### src/rtl/tick_gen_pkg.sv
// Shared constants, per-channel action encoding and period helper for tick_gen.
package tick_gen_pkg;

  localparam int unsigned DEF_CLK_HZ       = 100_000_000;
  localparam int unsigned DEF_PERIOD_500MS = DEF_CLK_HZ / 4;

  typedef enum logic [1:0] {
    ACT_HOLD,
    ACT_COUNT,
    ACT_WRAP,
    ACT_CLEAR
  } ch_act_t;

  function automatic int unsigned ms_to_cycles(input int unsigned clk_hz,
                                               input int unsigned ms);
    longint unsigned prod;
    prod = 64'(clk_hz) * 64'(ms) / 64'd1000;
    return 32'(prod);
  endfunction

endpackage

### src/rtl/tick_gen_ch.sv
// One tick_gen channel: counter, period register and registered tick/toggle.
// One-shot halt/done logic exists only when TICK_GEN_ONESHOT_EN is defined.
module tick_gen_ch
  import tick_gen_pkg::*;
#(
  parameter int unsigned CNT_W      = 32,
  parameter int unsigned DEF_PERIOD = DEF_PERIOD_500MS
) (
  input  logic             clk,
  input  logic             rst_n,
  input  logic             en,
  input  logic             clr,
  input  logic             mode,
  input  logic             per_we,
  input  logic [CNT_W-1:0] per_val,
  output logic             tick,
  output logic             toggle,
  output logic             done
);

  logic [CNT_W-1:0] cnt;
  logic [CNT_W-1:0] per;
  logic             wrap;
  logic             halted;
  ch_act_t          act;

  // Periods 0 and 1 both mean "every enabled edge"; >= lets a shrunken period wrap at once.
  assign wrap = (per[CNT_W-1:1] == '0) || (cnt >= per - 1'b1);

`ifdef TICK_GEN_ONESHOT_EN
  logic halt;

  assign halted = halt;

  always_ff @(posedge clk) begin
    if (!rst_n) begin
      halt <= 1'b0;
      done <= 1'b0;
    end else if (act == ACT_CLEAR) begin
      halt <= 1'b0;
      done <= 1'b0;
    end else if (act == ACT_WRAP && mode) begin
      halt <= 1'b1;
      done <= 1'b1;
    end
  end
`else
  logic mode_unused;

  assign mode_unused = mode;
  assign halted      = 1'b0;
  assign done        = 1'b0;
`endif

  always_comb begin
    act = ACT_HOLD;
    if (clr) begin
      act = ACT_CLEAR;
    end else if (en && !halted) begin
      act = wrap ? ACT_WRAP : ACT_COUNT;
    end
  end

  always_ff @(posedge clk) begin
    if (!rst_n) begin
      cnt    <= '0;
      per    <= CNT_W'(DEF_PERIOD);
      tick   <= 1'b0;
      toggle <= 1'b0;
    end else begin
      if (per_we) begin
        per <= per_val;
      end
      unique case (act)
        ACT_CLEAR: begin
          cnt    <= '0;
          tick   <= 1'b0;
          toggle <= 1'b0;
        end
        ACT_WRAP: begin
          cnt    <= '0;
          tick   <= 1'b1;
          toggle <= ~toggle;
        end
        ACT_COUNT: begin
          cnt  <= cnt + 1'b1;
          tick <= 1'b0;
        end
        default: begin
          tick <= 1'b0;
        end
      endcase
    end
  end

endmodule

### src/rtl/tick_gen.sv
// Multi-channel programmable timebase: NUM_CH independent tick/toggle dividers.
// Optional one-shot mode is built when TICK_GEN_ONESHOT_EN is defined.
module tick_gen
  import tick_gen_pkg::*;
#(
  parameter int unsigned CLK_HZ     = DEF_CLK_HZ,
  parameter int unsigned NUM_CH     = 4,
  parameter int unsigned CNT_W      = 32,
  parameter int unsigned DEF_PERIOD = (CLK_HZ == DEF_CLK_HZ) ? DEF_PERIOD_500MS
                                                             : ms_to_cycles(CLK_HZ, 250)
) (
  input  logic                                         clk,
  input  logic                                         rst_n,
  input  logic [NUM_CH-1:0]                            en,
  input  logic [NUM_CH-1:0]                            clr,
  input  logic [NUM_CH-1:0]                            mode,
  input  logic                                         period_we,
  input  logic [((NUM_CH > 1) ? $clog2(NUM_CH) : 1)-1:0] period_ch,
  input  logic [CNT_W-1:0]                             period_val,
  output logic [NUM_CH-1:0]                            tick,
  output logic [NUM_CH-1:0]                            toggle,
  output logic [NUM_CH-1:0]                            done
);

  logic [NUM_CH-1:0] ch_we;

  // Indices at or above NUM_CH match no channel and are dropped.
  always_comb begin
    ch_we = '0;
    for (int unsigned i = 0; i < NUM_CH; i++) begin
      ch_we[i] = period_we && (32'(period_ch) == i);
    end
  end

  for (genvar g = 0; g < NUM_CH; g++) begin : g_ch
    tick_gen_ch #(
      .CNT_W      (CNT_W),
      .DEF_PERIOD (DEF_PERIOD)
    ) u_ch (
      .clk     (clk),
      .rst_n   (rst_n),
      .en      (en[g]),
      .clr     (clr[g]),
      .mode    (mode[g]),
      .per_we  (ch_we[g]),
      .per_val (period_val),
      .tick    (tick[g]),
      .toggle  (toggle[g]),
      .done    (done[g])
    );
  end

endmodule

### config.mk
export PLATFORM = sky130hd
export DESIGN_NAME = tick_gen
export DESIGN_NICKNAME = d
export VERILOG_FILES = /design/src/rtl/tick_gen_pkg.sv /design/src/rtl/tick_gen_ch.sv /design/src/rtl/tick_gen.sv
export SDC_FILE = /design/constraint.sdc
export NUM_CORES = 1
export LEC_CHECK = 0
export CAP_MARGIN = 10
export CORE_AREA = 4 4 168 170
export DETAILED_ROUTE_END_ITERATION = 6
export DIE_AREA = 0 0 172 174
export PLACE_DENSITY = 0.82
export SKIP_CTS_REPAIR_TIMING = 1
export SKIP_LAST_GASP = 1
export SLEW_MARGIN = 20
export SYNTH_ARGS = -nofsm -noshare
export SYNTH_HDL_FRONTEND = slang
export SYNTH_SLANG_ARGS = --single-unit
### constraint.sdc
create_clock -name clk -period 4.4 [get_ports clk]
set_input_delay 1.1 -clock clk [delete_from_list [all_inputs] [get_ports clk]]
set_output_delay 1.1 -clock clk [all_outputs]
set_load 0.1 [all_outputs]
==> report_table.html <==
<table>
<tr><th>Metric</th><th>Value</th></tr>
<tr><th colspan="2">STA</th></tr>
<tr><td>Unrepaired setup endpoints after global routing</td><td>false</td></tr>
<tr><td>Final total negative setup slack</td><td>0 ns</td></tr>
<tr><td>Ratio of final minimum period to clock period</td><td>a little over nine tenths</td></tr>
<tr><td>Worst clock skew</td><td>around 0.017 ns</td></tr>
<tr><td>Fmax</td><td>238 MHz</td></tr>
<tr><td>Number of endpoints failing setup at the final stage</td><td>0</td></tr>
<tr><td>Least-Margin Pin Slew</td><td>1.05 ns</td></tr>
<tr><td>Final Hold Viols</td><td>0</td></tr>
<tr><td>Clock period minus final worst setup slack</td><td>between 4 and 5 ns</td></tr>
<tr><td>Final count of pins violating max slew</td><td>0</td></tr>
<tr><td>Worst slew margin relative to its limit</td><td>~30%</td></tr>
<tr><th colspan="2">Drt</th></tr>
<tr><td>Average wire per standard cell</td><td>16.3 um</td></tr>
<tr><td>Drt total wl</td><td>between 30 and 40 mm</td></tr>
<tr><td>First-pass DRT Iterations</td><td>5</td></tr>
<tr><td>Via density</td><td>5.86</td></tr>
<tr><td>Post-detailed-route DRC marker count</td><td>0</td></tr>
<tr><td>Detail Route Antenna Nets</td><td>0</td></tr>
<tr><td>Iteration-0 DRC count of the detailed router</td><td>1165</td></tr>
<tr><td>Number of vias in the routed layout</td><td>between 10000 and 15000</td></tr>
<tr><th colspan="2">Die</th></tr>
<tr><td>Placement Rows</td><td>60</td></tr>
<tr><td>Top-level port count</td><td>61</td></tr>
<tr><td>Width of the die</td><td>172 um</td></tr>
<tr><td>Die Area</td><td>29900 um^2</td></tr>
<tr><td>Core Area</td><td>26700 um^2</td></tr>
<tr><td>Starting Density</td><td>59.2%</td></tr>
<tr><td>Vertical extent of the die</td><td>about 170 um</td></tr>
<tr><th colspan="2">Clock network</th></tr>
<tr><td>Clock-pin slew reported for the worst setup and hold paths after clock tree synthesis</td><td>0.06 ns</td></tr>
<tr><td>Number of levels in the clock H-tree</td><td>1</td></tr>
<tr><td>Clock tree buffer depth</td><td>3</td></tr>
<tr><td>Count of clock tree sinks</td><td>264</td></tr>
<tr><td>Clock insertion delay at the later pin of the skew report</td><td>roughly 0.55 ns</td></tr>
<tr><td>TritonCTS clock tree</td><td>built</td></tr>
<tr><td>Clock buffer count from CTS</td><td>28</td></tr>
<tr><td>Clock tree root driver cell</td><td>sky130_fd_sc_hd__clkbuf_16</td></tr>
<tr><th colspan="2">Synth</th></tr>
<tr><td>Area of the mapped netlist</td><td>15800 um^2</td></tr>
<tr><td>Cell type with the largest total area after synthesis</td><td>sky130_fd_sc_hd__dfxtp_1</td></tr>
<tr><td>Predominant post-synthesis flop cell</td><td>sky130_fd_sc_hd__dfxtp_1</td></tr>
<tr><td>Cells after Synth</td><td>1947</td></tr>
<tr><td>Synthesis Warnings</td><td>0</td></tr>
<tr><td>Seq/Total Area, Yosys</td><td>33.4%</td></tr>
<tr><td>Share of the synthesized area in the top cell type</td><td>33.4%</td></tr>
<tr><td>Average size of a mapped cell</td><td>8.13 um^2</td></tr>
<tr><td>Asr flop ratio synth</td><td>0%</td></tr>
<tr><td>Ranking of synthesized cells by area</td><td>sky130_fd_sc_hd__dfxtp_1 (33%), sky130_fd_sc_hd__ha_1 (11%), sky130_fd_sc_hd__nand2_1 (8.6%)</td></tr>
<tr><td>Count of distinct cell types in the synthesized netlist</td><td>71</td></tr>
<tr><td>Flop and latch count out of synthesis</td><td>264</td></tr>
<tr><td>EDFF count, synth</td><td>0</td></tr>
<tr><th colspan="2">Global routing</th></tr>
<tr><td>Number of antenna violations at the first check in global routing</td><td>0</td></tr>
<tr><td>Total global routing track utilization</td><td>24.9%</td></tr>
<tr><td>First-pass GRT wire length</td><td>63.2 mm</td></tr>
<tr><td>Number of global-route vias before repair</td><td>13137</td></tr>
<tr><td>Grt ovf</td><td>0</td></tr>
<tr><td>Pin count of the biggest net entering global routing</td><td>82</td></tr>
<tr><th colspan="2">Finish</th></tr>
<tr><td>Final core area utilization</td><td>about 66%</td></tr>
<tr><td>Leading cell type in the layout, fill and taps excluded</td><td>sky130_fd_sc_hd__nand2_1</td></tr>
<tr><td>Share of post-route cells with drive strength above 1</td><td>5.46%</td></tr>
<tr><td>Fillers</td><td>between 2000 and 2500</td></tr>
<tr><td>Top library cells by usage in the layout, fill and taps aside</td><td>sky130_fd_sc_hd__nand2_1 (364), sky130_fd_sc_hd__dfxtp_1 (264), sky130_fd_sc_hd__nor2_1 (186)</td></tr>
<tr><td>Layout overhead on the synthesized area</td><td>11.0%</td></tr>
<tr><td>Non-Filler Cell Area, Final</td><td>17600 um^2</td></tr>
<tr><td>Final layout net count</td><td>roughly 2200</td></tr>
<tr><td>Count of inserted antenna diode cells</td><td>0</td></tr>
<tr><th colspan="2">Placement</th></tr>
<tr><td>RePlAce Congestion</td><td>0.909</td></tr>
<tr><td>Post-detailed-placement cell area</td><td>approximately 17000 um^2</td></tr>
<tr><td>Buffers added on ports</td><td>52</td></tr>
<tr><td>Post-DP HPWL</td><td>around 28 mm</td></tr>
<tr><th colspan="2">Critical path</th></tr>
<tr><td>Critical path arrival</td><td>about 4.6 ns</td></tr>
<tr><td>Kind of critical path</td><td>reg -&gt; reg</td></tr>
<tr><td>Crit end category</td><td>register</td></tr>
<tr><td>Required time of the worst setup path</td><td>4.81 ns</td></tr>
<tr><td>Kind of launch point of the worst setup path</td><td>register</td></tr>
<tr><td>CP Max Fanout</td><td>31</td></tr>
<tr><th colspan="2">Power</th></tr>
<tr><td>Worst vdd ir</td><td>0.256 mV</td></tr>
<tr><td>Power per cell area</td><td>306 nW/um^2</td></tr>
<tr><td>Leakage power</td><td>6.67 nW</td></tr>
<tr><th colspan="2">Run status</th></tr>
<tr><td>Result of the run</td><td>complete, no violations</td></tr>
<tr><th colspan="2">Worst hold path</th></tr>
<tr><td>Class of the tightest hold or removal check</td><td>reg -&gt; reg</td></tr>
<tr><th colspan="2">Flow run</th></tr>
<tr><td>Max Cap Violations</td><td>0</td></tr>
</table>
==> worst max-delay path, stage by stage, from the launching register on <==
cell and delay [ns]:
sky130_fd_sc_hd__dfxtp_1 0.35, sky130_fd_sc_hd__or4_1 0.63, sky130_fd_sc_hd__or3_4 0.39, sky130_fd_sc_hd__or4_1 0.42, sky130_fd_sc_hd__xor2_1 0.16, sky130_fd_sc_hd__ha_1 0.32, sky130_fd_sc_hd__nand4_1 0.14, sky130_fd_sc_hd__or4_1 0.54
sky130_fd_sc_hd__o32a_1 0.35, sky130_fd_sc_hd__a21bo_2 0.27, sky130_fd_sc_hd__a31oi_4 0.20, sky130_fd_sc_hd__buf_12 0.20, sky130_fd_sc_hd__nor3_1 0.07
==> kinds of logic after synthesis <==
group                      share of synthesized area (%)
DFF                                                 33.4
and+or+nand+nor                                     29.9
AOI/OAI and AO/OA                                   9.61
other                                             0.0237
buffers and inverters                               3.24
adders and majority gates                           10.7
xor gates and xnor gates                            13.1
==> final timing paths <==
kind | from | end | slack (ns) | cells past startpoint
min reg2reg | g_ch[0].u_ch.per[8] | g_ch[0].u_ch.per[8] | 0.49 | 2
min | g_ch[0].u_ch.per[8] | g_ch[0].u_ch.per[8] | 0.49 | 2
max reg2reg | g_ch[3].u_ch.per[7] | g_ch[3].u_ch.cnt[8] | 0.20 | 12
max | g_ch[3].u_ch.per[7] | g_ch[3].u_ch.cnt[8] | 0.20 | 12
==> area by class of cell <==
class | instances | area (um^2) | area share [%]
clock buffers | 41 | 821 | 4.67
well taps | 341 | 427 | 2.43
clock inverters | 9 | 111 | 0.634
inverters | 31 | 116 | 0.662
multi-input cells | 1574 | 10100 | 57.4
repair buffers | 76 | 727 | 4.14
flip-flops and latches | 264 | 5290 | 30.1
==> stage by stage <==
| stage | hold WS (ns) | setup WS, ns | power, mW | cells |
|---|---|---|---|---|
| after floorplan | 0.452 | 0.391 | 2.87 | 1950 |
| after global placement | 0.468 | 0.189 | 3.01 | 2286 |
| after detailed placement | 0.483 | 0.130 | 3.04 | 2286 |
| after CTS | 0.486 | 0.117 | 5.41 | 2336 |
| after global routing | 0.497 | 0.0285 | 5.59 | 2336 |
| final | 0.490 | 0.204 | 5.38 | 2336 |
==> power by group <==
part | switching [mW] | internal [mW]
Sequential | 0.0654 | 2.44
Clock | 0.973 | 1.41
Combinational | 0.294 | 0.198
==> layer usage <==
layer  share of wire, %  wire length [um]  global-route usage (%)  vias to the layer above
li1                   -                 -                       -                     6843
met1                 44             16700                    32.5                     6384
met2                 47             17800                    41.3                      340
met3                4.5              1720                    3.50                      114
met4                4.6              1750                    10.5                        0
met5                  0                 0                       0                        -
==> Yosys cell counts (all sizes together) (10+ instances only) <==
master	number
a21boi	81
a21oi	45
and3	28
and4	23
buf	27
clkbuf	54
dfxtp	264
ha	136
inv	31
nand2	364
nand2b	11
nand3	110
nand4	65
nor2	189
nor3	82
nor4	40
o211ai	10
o21ai	20
or3	19
or4	13
xnor2	114
xor2	122
==> state kept, by name, indices dropped and copies added (netlist names) <==
signal and count:
g_ch.u_ch.cnt 128, g_ch.u_ch.per 128, g_ch.u_ch.tick 4, g_ch.u_ch.toggle 4
(Power assumes the default switching activity.)
